==> config.mk <==
export PLATFORM = sky130hd
export DESIGN_NAME = serial_frame_collector
export DESIGN_NICKNAME = d
export VERILOG_FILES = /design/src/rtl/serial_frame_pkg.sv /design/src/rtl/frame_fifo2.sv /design/src/rtl/serial_frame_collector.sv
export SDC_FILE = /design/constraint.sdc
export NUM_CORES = 1
export LEC_CHECK = 0
export CORE_MARGIN = 4
export CORE_UTILIZATION = 49
export CTS_CLUSTER_SIZE = 16
export DETAILED_ROUTE_END_ITERATION = 12
export PLACE_DENSITY = 0.75
export RECOVER_POWER = 25
export SLEW_MARGIN = 20
export SYNTH_ARGS = -nofsm -noshare
export SYNTH_HDL_FRONTEND = slang
export SYNTH_HIERARCHICAL = 1
export SYNTH_SLANG_ARGS = --single-unit
==> constraint.sdc <==
create_clock -name clk -period 2.8 [get_ports clk]
set_clock_uncertainty 0.2 [all_clocks]
set_input_delay 0.42 -clock clk [delete_from_list [all_inputs] [get_ports clk]]
set_output_delay 0.42 -clock clk [all_outputs]
set_load 0.03 [all_outputs]
==> src/rtl/serial_frame_pkg.sv <==
// Shared widths, FIFO depth and collector state encoding for the serial frame collector.
package serial_frame_pkg;

    localparam int unsigned FRAME_W    = 8;
    localparam int unsigned SLOT_W     = 3;
    localparam int unsigned FIFO_DEPTH = 2;
    localparam int unsigned CNT_W      = 8;

    typedef enum logic {
        IDLE    = 1'b0,
        COLLECT = 1'b1
    } state_t;

    typedef logic [FRAME_W-1:0] frame_t;

endpackage

==> src/rtl/frame_fifo2.sv <==
// Two-entry frame FIFO; the head entry is held in its own register so dout needs no read mux.
module frame_fifo2
    import serial_frame_pkg::*;
(
    input  logic   clk,
    input  logic   rst_n,
    input  logic   push,
    input  logic   pop,
    input  frame_t din,
    output frame_t dout,
    output logic   empty,
    output logic   full
);

    frame_t tail;
    logic   do_pop;
    logic   do_push;

    // A push into a full FIFO is legal only when the head leaves on the same edge.
    assign do_pop  = pop & ~empty;
    assign do_push = push & (~full | do_pop);

    always_ff @(posedge clk or negedge rst_n) begin
        if (!rst_n) begin
            dout  <= '0;
            tail  <= '0;
            empty <= 1'b1;
            full  <= 1'b0;
        end else if (do_pop && do_push) begin
            if (full) begin
                dout <= tail;
                tail <= din;
            end else begin
                dout <= din;
            end
        end else if (do_pop) begin
            dout  <= tail;
            empty <= ~full;
            full  <= 1'b0;
        end else if (do_push) begin
            if (empty) begin
                dout  <= din;
                empty <= 1'b0;
            end else begin
                tail <= din;
                full <= 1'b1;
            end
        end
    end

endmodule

==> src/rtl/serial_frame_collector.sv <==
// Assembles slot-tagged serial bits into bytes, checks slot order and queues frames in a 2-entry FIFO.
module serial_frame_collector
    import serial_frame_pkg::*;
(
    input  logic              clk,
    input  logic              reset,
    input  logic              bit_in,
    input  logic [SLOT_W-1:0] slot,
    input  logic              bit_valid,
    input  logic              frame_ready,
    output frame_t            frame_data,
    output logic              frame_valid,
    output logic              slot_err,
    output logic              overflow,
    output logic [CNT_W-1:0]  frame_count
);

    state_t              state, state_n;
    logic [SLOT_W-1:0]   expected, expected_n;
    logic [FRAME_W-2:0]  shift, shift_n;
    logic                err_n;
    logic                complete;
    logic                fifo_empty;
    logic                fifo_full;
    logic                pop;
    logic                push;
    frame_t              frame_word;

    assign frame_valid = ~fifo_empty;
    assign pop         = frame_valid & frame_ready;
    assign push        = complete & (~fifo_full | pop);
    assign frame_word  = {bit_in, shift};

    always_ff @(posedge clk or negedge reset) begin
        if (!reset) begin
            state       <= IDLE;
            expected    <= '0;
            shift       <= '0;
            slot_err    <= 1'b0;
            overflow    <= 1'b0;
            frame_count <= '0;
        end else begin
            state    <= state_n;
            expected <= expected_n;
            shift    <= shift_n;
            slot_err <= err_n;
            if (push) begin
                frame_count <= frame_count + CNT_W'(1);
            end
            if (complete && !push) begin
                overflow <= 1'b1;
            end
        end
    end

    // Next-state, slot checking and frame completion.
    always_comb begin
        state_n    = state;
        expected_n = expected;
        shift_n    = shift;
        err_n      = 1'b0;
        complete   = 1'b0;

        if (bit_valid) begin
            unique case (state)
                IDLE: begin
                    if (slot == '0) begin
                        shift_n    = '0;
                        shift_n[0] = bit_in;
                        expected_n = SLOT_W'(1);
                        state_n    = COLLECT;
                    end
                end
                COLLECT: begin
                    if (slot == expected) begin
                        if (slot == SLOT_W'(FRAME_W - 1)) begin
                            complete   = 1'b1;
                            expected_n = '0;
                            state_n    = IDLE;
                        end else begin
                            for (int unsigned k = 0; k < FRAME_W - 1; k++) begin
                                if (slot == SLOT_W'(k)) begin
                                    shift_n[k] = bit_in;
                                end
                            end
                            expected_n = expected + SLOT_W'(1);
                        end
                    end else begin
                        // Out-of-order slot drops the partial frame; a slot 0 immediately reopens one.
                        err_n = 1'b1;
                        if (slot == '0) begin
                            shift_n    = '0;
                            shift_n[0] = bit_in;
                            expected_n = SLOT_W'(1);
                            state_n    = COLLECT;
                        end else begin
                            shift_n    = '0;
                            expected_n = '0;
                            state_n    = IDLE;
                        end
                    end
                end
                default: begin
                    state_n = IDLE;
                end
            endcase
        end
    end

    frame_fifo2 u_fifo (
        .clk   (clk),
        .rst_n (reset),
        .push  (push),
        .pop   (pop),
        .din   (frame_word),
        .dout  (frame_data),
        .empty (fifo_empty),
        .full  (fifo_full)
    );

endmodule

## After elaboration in Yosys (flattened, before gate mapping)

Index checks and enable logic that the tools add are counted.

| storage, ports and cells | value |
|---|---|
| bits in registers | 39 |
| bits of input ports | 8 |
| output and inout bits | 19 |

| cells by class | value |
|---|---|
| add/sub/neg operators | 2 |
| eq/ne operators | 21 |
| muxes and demuxes | 43 |
| bitwise logic cells | 10 |
| reductions and logical operators | 20 |

Operator list:

| cell | number |
|---|---|
| 2-to-1 mux 8 bit | 10 |
| AND reduction 4 bit | 8 |
| 2-to-1 mux 1 bit | 24 |
| 2-to-1 mux 7 bit | 3 |
| != test 3 x 2 -> 1 bit (second input constant) | 6 |
| case mux 7 bit (2 select lines) | 1 |
| == test 3 bit (second input constant) | 4 |
| 2-to-1 mux 3 bit | 3 |
| adder 8 x 1 -> 8 bit (second input constant) | 1 |
| != test 2 bit (second input constant) | 4 |
| == test 3 x 2 -> 1 bit (second input constant) | 2 |
| != test 3 bit (second input constant) | 2 |
| case mux 3 bit (2 select lines) | 1 |
| AND reduction 2 bit | 3 |
| nonzero test 3 bit | 2 |
| bitwise AND 1 bit | 4 |
| NOT 1 bit | 4 |
| nonzero test 2 bit | 2 |
| adder 3 x 1 -> 3 bit (second input constant) | 1 |
| == test 3 x 1 -> 1 bit (second input constant) | 1 |
| == test 3 bit | 1 |
| logical NOT 3 bit | 1 |
| AND reduction 3 bit | 1 |
| logical AND 1 bit | 2 |
| other kinds (4) | 5 |

## Logic depth before layout (Yosys ltp)

Gate-level depths: netlist of the first run.

| logic depth | value |
|---|---|
| depth in word-level cells | 10 |
| mapped depth | 12 |
| gate-level depth less buffers | 12 |

## Modules after synthesis

The synthesis of the first run kept the hierarchy.

By module, submodules not included:

| module | times used | cells an instance | area each (µm²) | sequential area each (µm²) |
|---|---|---|---|---|
| serial_frame_collector | 1 | 102 | 1,096.1 | 525.5 |
| frame_fifo2 | 1 | 72 | 844.6 | 451.7 |

## Worst setup path before layout of the first run

No wires, ideal clock.

| timing | value |
|---|---|
| path kind | input to register |
| start | in slot[0] |
| end | reg u_fifo.tail[7] |
| setup time | 0.125 ns |
| data arrival time | 2.633 ns |
| data required time | 2.475 ns |
| slack | -0.158 ns |
| stages | 9 |
| buffers on the path | 1 |
| path through | buf_4 -> nand3_2 -> a2111oi_4 -> nand2_1 -> inv_1 -> ha_1 -> nand2b_1 -> a221oi_4 -> mux2_2 |

| between the ends | value |
|---|---|
| word-level cells in the longest chain between the ends | 10 |
| elaborated cells on any way between the ends | 15 |
| classes of those cells | eq/ne: 5; mux: 5; bitwise: 2; reduce/logical: 3 |

Ends and longest elaborated chain:

| item | RTL line | RTL |
|---|---|---|
| from (decl) | serial_frame_collector.sv:8 | `input logic [SLOT_W-1:0] slot,` |
| == test 3 bit | serial_frame_collector.sv:76 | `if (slot == SLOT_W'(FRAME_W - 1)) begin` |
| 2-to-1 mux 1 bit | serial_frame_collector.sv:76 |  |
| 2-to-1 mux 1 bit (*) | serial_frame_collector.sv:75 | `if (slot == expected) begin` |
| 2-to-1 mux 1 bit (*) | serial_frame_collector.sv:65 | `unique case (state)` |
| 2-to-1 mux 1 bit (*) | serial_frame_collector.sv:64 | `if (bit_valid) begin` |
| bitwise AND 1 bit (*) | serial_frame_collector.sv:31 | `assign push = complete & (~fifo_full \| pop);` |
| net push | serial_frame_collector.sv:26 | `logic push;` |
| bitwise AND 1 bit (*) | frame_fifo2.sv:21 | `assign do_push = push & (~full \| do_pop);` |
| logical AND 1 bit | frame_fifo2.sv:29 | `end else if (do_pop && do_push) begin` |
| != test 2 x 1 -> 1 bit (no line) (tied with other cells) | - |  |
| AND reduction 4 bit (no line) | - |  |
| to (signal assigned) | frame_fifo2.sv:32 | `tail <= din;` |
| to (signal assigned) | frame_fifo2.sv:45 | `tail <= din;` |
| to (decl) | frame_fifo2.sv:15 | `frame_t tail;` |

The timed path passes the listed nets; every way through them passes the cells marked *.
A chain may end at the register's enable or synchronous reset.

## Worst setup path after layout of the first run

| timing | value |
|---|---|
| start | in frame_ready |
| end | reg u_fifo.tail[2] |

| between the ends | value |
|---|---|
| word-level cells in the longest chain between the ends | 7 |
| elaborated cells on any way between the ends | 13 |
| classes of those cells | eq/ne: 3; mux: 1; bitwise: 6; reduce/logical: 3 |

Ends and longest elaborated chain:

| item | RTL line | RTL |
|---|---|---|
| from (decl) | serial_frame_collector.sv:10 | `input logic frame_ready,` |
| bitwise AND 1 bit (*) | serial_frame_collector.sv:30 | `assign pop = frame_valid & frame_ready;` |
| bitwise OR 1 bit (*) | serial_frame_collector.sv:31 |  |
| bitwise AND 1 bit (*) | serial_frame_collector.sv:31 |  |
| net push | serial_frame_collector.sv:26 |  |
| bitwise AND 1 bit (*) | frame_fifo2.sv:21 |  |
| logical AND 1 bit | frame_fifo2.sv:29 |  |
| != test 2 x 1 -> 1 bit (no line) (tied with other cells) | - |  |
| AND reduction 4 bit (no line) | - |  |

Marked as above.

==> results of run 1 <==
==> logic make-up after synthesis <==
group           after synthesis
simple gates                 59
compound gates               41
flops                        39
xor+xnor                     11
buf+inv                      11
mux                           9
fa+ha+maj                     4
==> through the flow <==
stage	hold slack, ns	setup slack, ns	power (mW)	std cells
floorplan	-0.0756	0.00181	1.08	174
global placement	0.254	-0.0220	1.31	261
detailed placement	0.265	-0.0584	1.31	261
CTS	0.0989	0.228	1.88	269
global route	0.307	0.123	1.96	269
finish	0.279	0.238	1.87	269
==> worst paths after layout <==
path,to,cells after the start
max in group asynchronous,shift[2],1
worst min-delay path,frame_count[7],1
worst min register to register,frame_count[7],1
min in group asynchronous,state,1
worst max register to register,u_fifo/tail[2],12
worst max-delay path,u_fifo/tail[2],10
==> placed cells by master, fill, tap and decap left out, types with 5 or more instances in the layout <==
| cell type | netlist | routed |
|---|---|---|
| a32o_1 | 8 | 8 |
| a21oi_1 | 9 | 9 |
| nor2_1 | 5 | 5 |
| inv_1 | 6 | 6 |
| clkbuf_8 | 0 | 5 |
| a2bb2oi_1 | 8 | 8 |
| nand3_1 | 9 | 9 |
| xnor2_1 | 9 | 9 |
| mux2_2 | 9 | 9 |
| nand2_1 | 20 | 19 |
| clkdlybuf4s50_1 | 0 | 25 |
| nor3_1 | 5 | 5 |
| buf_4 | 2 | 18 |
| dfrtp_1 | 38 | 38 |
==> registers in the layout, summed over array words and instances (netlist names) <==
signal        cells
state             1
u_fifo/dout       8
shift             7
slot_err          1
frame_count       8
u_fifo/full       1
u_fifo/tail       8
u_fifo/empty      1
expected          3
overflow          1
==> critical path: cells and delay by family <==
family	cells	cell delay (ns)
mux	1	0.34
fa+ha+maj	1	0.13
simple gates	3	0.27
buf+inv	3	0.78
compound gates	2	0.59
==> synth_stat cells (all sizes together) (5+ instances only) <==
cell	instances	share of area [%]
a21oi	9	2.3
a2bb2oi	8	3.6
a32o	8	4.1
dfrtp	38	49
inv	6	1.2
mux2	9	5.2
nand2	20	3.9
nand3	10	2.8
nor2	5	0.97
nor2b	5	2.0
nor3	5	1.3
xnor2	9	4.1
==> area by class of cell <==
cell class | instances | area [µm²] | share of cell area, %
inverters | 6 | 22.5 | 0.896
multi-input cells | 124 | 928 | 36.9
well taps | 48 | 60.1 | 2.39
clock inverters | 3 | 67.6 | 2.69
clock buffers | 5 | 68.8 | 2.74
flip-flops and latches | 39 | 977 | 38.9
repair buffers | 44 | 389 | 15.5
==> where the power goes <==
part	total (mW)	internal, mW	switching (mW)
Combinational	0.599	0.266	0.333
Sequential	0.712	0.646	0.0655
Clock	0.558	0.355	0.203
Total	1.87	1.27	0.601
==> per-layer routing <==
layer,part of all wire [%],up-vias,track usage (%),routed length [µm]
met5,0,-,0,0
met4,0.73,0,6.89,31
met1,46,750,24.2,1950
met2,49,34,28.4,2080
met3,4.3,4,3.98,184
li1,-,726,-,-
==> metrics.txt, run 1 <==
vias in the first global route 1,558; Hold Crit Start frame_count[7]; Post-CTS Setup Bufs 0; clock buffer count from CTS 5; Synth Instances 174; Worst setup EP type register; area share of fa/ha/maj cells after synthesis 2.58%; post-synthesis sequential area ratio 50.4%; global-route wire length before repair 7.23 mm; Post-synth EDFFs 0; DR pass1 iterations 4; max_cap viols 1; ratio of cells with drive above 1 in the final layout 20.8%; largest family of logic cells by synthesized area compound AO/OA/AOI/OAI gates; CP cell instances clkdlybuf4s50_1, nand2b_4, a2111oi_4, nand2_1, inv_1, ha_4, nand2b_1, a221oi_4, buf_4, mux2_2; FF+latch count, synth 39; Synth Area in XOR/XNOR 4.96%; Die W 70.9 µm; Via density 5.63; Final Max Tran Viols 40; worst r2r src u_fifo/empty; Ys Warns 6; largest net degree at the start of global routing 40; drt drc 0; top_reg_cell synth dfrtp_1; Die Y-Extent 70.9 µm; syn_area_per_cell 11.2 µm²; CORE AREA 3740 µm²; peak supply drop 0.558 mV; Worst Setup SP frame_ready; DP Area 2380 µm²; Async SR Flop Fraction 100%; RSZ-0062 raised after global routing no; Slowest cell on crit path clkdlybuf4s50_1; Simple-Gate Fraction of Synth Area 15.7%; Hold Buf Count CTS 0; Slew HR -31.9%; Reg2Reg Setup Slack 0.25 ns; min Tclk post-route 2.56 ns; IO Port Bufs 26; DIE AREA 5030 µm²; GR Util All Layers 18.0%; critical path type input pin to register; Critical Path Max Stage Delay 0.50 ns; Post-Syn Area 1940 µm²; Nets 232; hpwl dp 2.89 mm; initial antenna violation count 0; status complete, but fails checks; area added between synthesis and finish 29.5%; failing checks capacitance limit, slew limit; Root Driver clkbuf_8; Initial DRC Count 117; fillcell total 307; io pins 27; Final GP Congestion 0.898; Leakage 1.10 nW; routed wire length 4.24 mm; Fin. Hold Viols 0; TNS Setup 0 ns; clk_lat worst skew 0.29 ns; worst path required time 2.78 ns; Crit Path Max Fanout 4; startpoint types input pin; fin crit share 91.5%; Post-Synthesis Net Count 186; PD cells 743 nW/µm²; Distinct cells, synth 38; gr ovfl total 0; mux cell area share after synthesis 5.22%; final core occ 67.1%; post-CTS sizing 0; Compound-Gate Fraction of Synth Area 18.2%; Arr. time, crit path 2.54 ns; row count 22; number of diodes 0; CTS H-tree lvls 2; Post-DRT Antenna Nets 0; worst slew pin tran 1.98 ns; wire per inst 15.8 µm; Fmax 390 MHz; final setup fails 0; HP Class register to register; clk slew on worst S/H paths 0.08 ns; Design Area, Final 2510 µm²; clk buf depth 2; clock sink count 39; Starting Density 51.8%; TritonCTS clock tree yes; Via Count 1,514
Note: power is estimated with default switching activity, not from simulation.
==> run 2: changes to the inputs <==
ABC_AREA = 1   (was unset)
CORE_UTILIZATION = 52   (was 49)
CTS_BUF_LIST = sky130_fd_sc_hd__clkbuf_2 sky130_fd_sc_hd__clkbuf_4 sky130_fd_sc_hd__clkbuf_8   (was unset)
PLACE_DENSITY = 0.77   (was 0.75)
==> run 2 against run 1 <==
  * The flow still finishes with violations (capacitance limit, slew limit)
  * Cell count up 51%
  * Highest routed layer unchanged
  * Global-route usage grew 2.0 points
  * Area after synthesis rose by 19%
  * Largest cell class is now multi-input gates
==> metrics.txt, run 2 <==
status complete, but fails checks; failing checks capacitance limit, slew limit; Regs by FF count frame_count (8), u_fifo/dout (8), u_fifo/tail (8); io pins 27 (unchanged); clk_lat worst skew 0.29 ns (about the same); Distinct cells, synth 34 (-11%); wire per inst 11.6 µm (-27%); Post-synth EDFFs 0 (unchanged); most frequent cells in the layout nand2_1, nand3_1, inv_1; clk buf depth 2 (unchanged); Ys Warns 6 (unchanged); hpwl dp 3.67 mm (+27%); final core occ 69.0% (+1.8 points); drt drc 0 (unchanged); count leader, synth nand2_1; critical path type input pin to register; Async SR Flop Fraction 100% (unchanged); fillcell total 355 (+16%); Fmax 386 MHz (-1.2%); ratio of cells with drive above 1 in the final layout 16.6% (-4.2 points); Starting Density 55.8% (+4.0 points); Final Worst Setup Slack 0.208 ns (-0.0298 ns); fin crit share 92.6% (+1.1 points); Hold Buf Count CTS 0 (unchanged); total power 1.99 mW (+6.4%); top_reg_cell synth dfrtp_1; Post-Synthesis Net Count 316 (+70%); leading cell types by total area after synthesis dfrtp_1, nand2_1, nand3_1; Via density 5.02 (-11%); IO Port Bufs 26 (unchanged); row count 23 (+4.5%); clock sink count 39 (unchanged); area added between synthesis and finish 23.6%; top cell type's share of synthesized area 41.1% (-7.9 points); most common library cells after synthesis nand2_1, nand3_1, inv_1, dfrtp_1, nand4_1; max_cap viols 1 (unchanged); Non-Filler Instances 406 (+51%); DIE AREA 5580 µm² (+11%); post-synthesis sequential area ratio 42.2% (-8.1 points); gr ovfl total 0 (unchanged); min Tclk post-route 2.59 ns (+0.0298 ns); startpoint types input pin; Nets 367 (+58%); Post-Syn Area 2310 µm² (+19%); DP Cell Count 398 (+52%); Worst setup EP type register; Final Max Tran Viols 40 (unchanged); Post-DRT Antenna Nets 0 (unchanged); global-route wire length before repair 8.59 mm (+19%); Via Count 2,039 (+35%); Reg2Reg Setup Slack 0.46 ns (+0.21 ns); GR Util All Layers 19.9% (+2.0 points); peak supply drop 0.347 mV (-38%); CTS H-tree lvls 2 (unchanged); Die W 74.7 µm (+5.3%); pre-CTS WS -0.171 ns (-0.112 ns); FF+latch count, synth 39 (unchanged); largest net degree at the start of global routing 40 (unchanged); Leakage 1.57 nW (+42%); Slew HR -36.0% (-4.1 points); Root Driver clkbuf_8; TritonCTS clock tree yes; routed wire length 4.70 mm (+11%); Initial DRC Count 103 (-12%); number of diodes 0 (unchanged); most common cell after layout, fill and taps aside nand2_1; Arr. time, crit path 2.58 ns (+0.04 ns); syn_area_per_cell 7.61 µm² (-32%); clk slew on worst S/H paths 0.07 ns (about the same); initial antenna violation count 0 (unchanged); Synth Instances 304 (+75%); CORE AREA 4140 µm² (+11%); Fin. Hold Viols 0 (unchanged); HP Class register to register; vias in the first global route 1,977 (+27%); DR pass1 iterations 4 (unchanged); Die Y-Extent 74.7 µm (+5.3%); Synth area leader dfrtp_1; worst path required time 2.78 ns (about the same); PD cells 696 nW/µm² (-6.4%); Final GP Congestion 0.908 (+1.1%); clock buffer count from CTS 5 (unchanged); worst slew pin tran 2.04 ns (+0.0608 ns); final setup fails 0 (unchanged); Crit Path Max Fanout 9 (+5); RSZ-0062 raised after global routing no
## run 2: worst paths after layout
check | startpoint | end | cells past startpoint
worst max-delay path | slot[0] | u_fifo/tail[4] | 17
worst min-delay path | overflow | overflow | 1
worst max register to register | expected[0] | u_fifo/tail[4] | 17
worst min register to register | overflow | overflow | 1
max in group asynchronous | reset | u_fifo/tail[2] | 1
min in group asynchronous | reset | u_fifo/dout[0] | 1
## run 2: cells by family (layout without fill, tap and decap cells)
| family | Yosys count | after routing | synth area share [%] |
|---|---|---|---|
| AOI/OAI and AO/OA | 9 | 9 | 3.03 |
| xor gates and xnor gates | 5 | 5 | 1.89 |
| adders and majority gates | 4 | 4 | 2.16 |
| buffers and inverters | 53 | 105 | 9.25 |
| DFF | 39 | 39 | 42.2 |
| and+or+nand+nor | 194 | 194 | 41.4 |
## run 2: through the flow
stage	area (µm²)	setup TNS [ns]	hold slack (ns)
2_1_floorplan	2310	0	-0.0756
3_3_place_gp	2770	-1.57	0.238
3_5_place_dp	2770	-2.56	0.256
4_1_cts	2860	0	0.0581
5_1_grt	2860	0	0.305
6_report	2860	0	0.270
## run 2: critical path, cell delays in order
cell and delay, ns:
clkdlybuf4s50_1 0.59, nand2_1 0.09, nand2_1 0.09, clkinv_1 0.10, nand3_4 0.08, nor2_4 0.04
nand2_2 0.05, inv_1 0.07, nand3_1 0.11, nand2_1 0.08, ha_2 0.22, nand2_8 0.10
inv_1 0.07, nor2_4 0.21, nand2_4 0.11, nand2_1 0.07, nand2_1 0.05
## run 2: cell type report
type	count	area, µm²	share of cell area, %
clock buffer	6	76.3	2.67
sequential	39	977	34.2
clock inverter	2	12.5	0.438
inverter	49	184	6.43
timing repair buffer	48	422	14.7
tap	50	62.6	2.19
multi-input combinational	212	1120	39.3
## run 2: timing repair
action	in CTS	in global routing
buffers inserted	0	0
endpoints found under the setup margin	0	16
resized for setup	0	2
## run 2: power breakdown
group,internal [mW],switching [mW]
sequential,0.668,0.0772
clock,0.184,0.189
combinational,0.329,0.542
## run 2: routing by layer
| layer | track usage, % | up-vias | share of wire (%) |
|---|---|---|---|
| met3 | 4.01 | 6 | 3.7 |
| met4 | 6.52 | 0 | 1.5 |
| met1 | 26.3 | 941 | 48 |
| met2 | 33.0 | 30 | 47 |
| met5 | 0 | - | 0 |
| li1 | - | 1062 | - |
==> run 3: changes to the inputs <==
MAX_ROUTING_LAYER = met4   (was unset)
SKIP_CTS_REPAIR_TIMING = 1   (was unset)
==> run 3 against run 2 <==
  * The run still ends with capacitance limit, slew limit left
  * Sequential share of layout area did not move
  * Non-clock buffer count unchanged
  * Die area is the same
  * Sequential power barely moved
  * Via count stayed put
  * Combinational power is essentially flat
  * Power barely moved
  * Flip-flop and latch count unchanged
  * Critical path depth did not move
  * Fmax barely moved
  * Design area stayed put
  * Worst hold slack stayed put
  * Largest cell class unchanged
  * Largest power group unchanged
  * Highest routed layer unchanged
==> metrics.txt, run 3 (synthesis results as in run 2) <==
Die W 74.7 µm (unchanged); Post-DRT Antenna Nets 0 (unchanged); clock sink count 39 (unchanged); TNS Setup 0 ns (unchanged); Worst setup EP type register; max_cap viols 1 (unchanged); Via Count 2,039 (unchanged); Crit Path Max Fanout 9 (unchanged); initial antenna violation count 0 (unchanged); TritonCTS clock tree yes; PD cells 696 nW/µm² (about the same); ratio of cells with drive above 1 in the final layout 16.6% (unchanged); worst path required time 2.78 ns (about the same); Nets 367 (unchanged); row count 23 (unchanged); global-route wire length before repair 8.58 mm (about the same); Regs by FF count frame_count (8), u_fifo/dout (8), u_fifo/tail (8); area added between synthesis and finish 23.6% (unchanged); Root Driver clkbuf_8; CORE AREA 4140 µm² (unchanged); Final Max Tran Viols 40 (unchanged); most common cell after layout, fill and taps aside nand2_1; worst slew pin tran 2.04 ns (-0.000128 ns); clk buf depth 2 (unchanged); routed wire length 4.70 mm (about the same); failing checks capacitance limit, slew limit; Fmax 386 MHz (about the same); GR Util All Layers 20.6% (+0.62 points); min Tclk post-route 2.59 ns (-0.000642 ns); Die Y-Extent 74.7 µm (unchanged); wire per inst 11.6 µm (about the same); number of diodes 0 (unchanged); reg2reg path depth 17 (unchanged); peak supply drop 0.347 mV (about the same); HP Class register to register; multi-input logic area 1120 µm² (unchanged); fillcell total 355 (unchanged); DIE AREA 5580 µm² (unchanged); Worst Setup SP slot[0]; startpoint types input pin; fin crit share 92.5% (about the same); clock power share 18.7% (about the same); Gate power share 43.8% (about the same); largest net degree at the start of global routing 40 (unchanged); final setup fails 0 (unchanged); Final GP Congestion 0.924 (+1.7%); IO Port Bufs 26 (unchanged); DR pass1 iterations 4 (unchanged); Arr. time, crit path 2.58 ns (about the same); worst r2r src expected[0]; Non-Filler Instances 406 (unchanged); vias in the first global route 1,978 (+0.051%); CTS H-tree lvls 2 (unchanged); Design Area, Final 2860 µm² (unchanged); Seq pwr share 37.5% (about the same); Sw Pwr 0.809 mW (about the same); Initial DRC Count 111 (+7.8%); Seq. cell area 977 µm² (unchanged); Sw Ratio 40.7% (about the same); RSZ-0062 raised after global routing no; critical path type input pin to register; worst hold stages 1 (unchanged); Fin. Hold Viols 0 (unchanged); most frequent cells in the layout nand2_1, nand3_1, inv_1; drt drc 0 (unchanged); Via density 5.02 (unchanged); io pins 27 (unchanged); Starting Density 55.8% (unchanged); DP Area 2770 µm² (unchanged); DP Cell Count 398 (unchanged); Power Internal 1.18 mW (unchanged); Leakage 1.57 nW (unchanged); clk slew on worst S/H paths 0.07 ns (about the same); hpwl dp 3.67 mm (unchanged); status complete, but fails checks; clk_lat worst skew 0.29 ns (about the same); Slew HR -36.0% (about the same); clock buffer count from CTS 5 (unchanged); Hold Crit Start overflow; gr ovfl total 0 (unchanged); Hold WS 0.270 ns (unchanged)
run 3: power groups by stage:
stage | clock network, mW | registers (mW) | logic, mW
finish | 0.373 | 0.745 | 0.871
global route | 0.411 | 0.762 | 0.972
CTS | 0.385 | 0.747 | 0.879
detailed placement | 0 | 0.756 | 0.877
global placement | 0 | 0.749 | 0.865
floorplan | 0 | 0.866 | 0.462
run 3: layout make-up:
class,instances,share of cell area [%]
multi-input cells,212,39.3
flip-flops and latches,39,34.2
repair buffers,48,14.7
inverters,49,6.43
clock buffers,6,2.67
well taps,50,2.19
clock inverters,2,0.438
run 3: final timing paths:
check                                       to  slack, ns
worst min register to register        overflow       0.27
worst max-delay path            u_fifo/tail[4]       0.21
worst min-delay path                  overflow       0.27
max in group asynchronous       u_fifo/tail[2]       0.73
worst max register to register  u_fifo/tail[4]       0.46
min in group asynchronous       u_fifo/dout[0]       0.50
run 3: critical path, cell delays in order:
cell	delay [ns]
clkdlybuf4s50_1	0.59
nand2_1	0.09
nand2_1	0.09
clkinv_1	0.10
nand3_4	0.08
nor2_4	0.04
nand2_2	0.05
inv_1	0.07
nand3_1	0.11
nand2_1	0.08
ha_2	0.22
nand2_8	0.10
inv_1	0.07
nor2_4	0.21
nand2_4	0.11
nand2_1	0.07
nand2_1	0.05
run 3: stage by stage:
step | utilization, % | total power [mW] | setup WS [ns]
6_report | 69.0 | 1.99 | 0.209
5_1_grt | 69.0 | 2.15 | 0.0150
4_1_cts | 68.9 | 2.01 | 0.141
3_5_place_dp | 66.8 | 1.63 | -0.171
3_3_place_gp | 66.8 | 1.61 | -0.107
2_1_floorplan | - | 1.33 | 0.249
run 3: per-layer routing:
metal | GRT usage, % | up-vias | part of all wire [%]
met5 | - | - | 0
met2 | 33.0 | 30 | 47
met1 | 26.3 | 941 | 48
met3 | 4.01 | 6 | 3.7
met4 | 6.52 | 0 | 1.5
li1 | - | 1062 | -
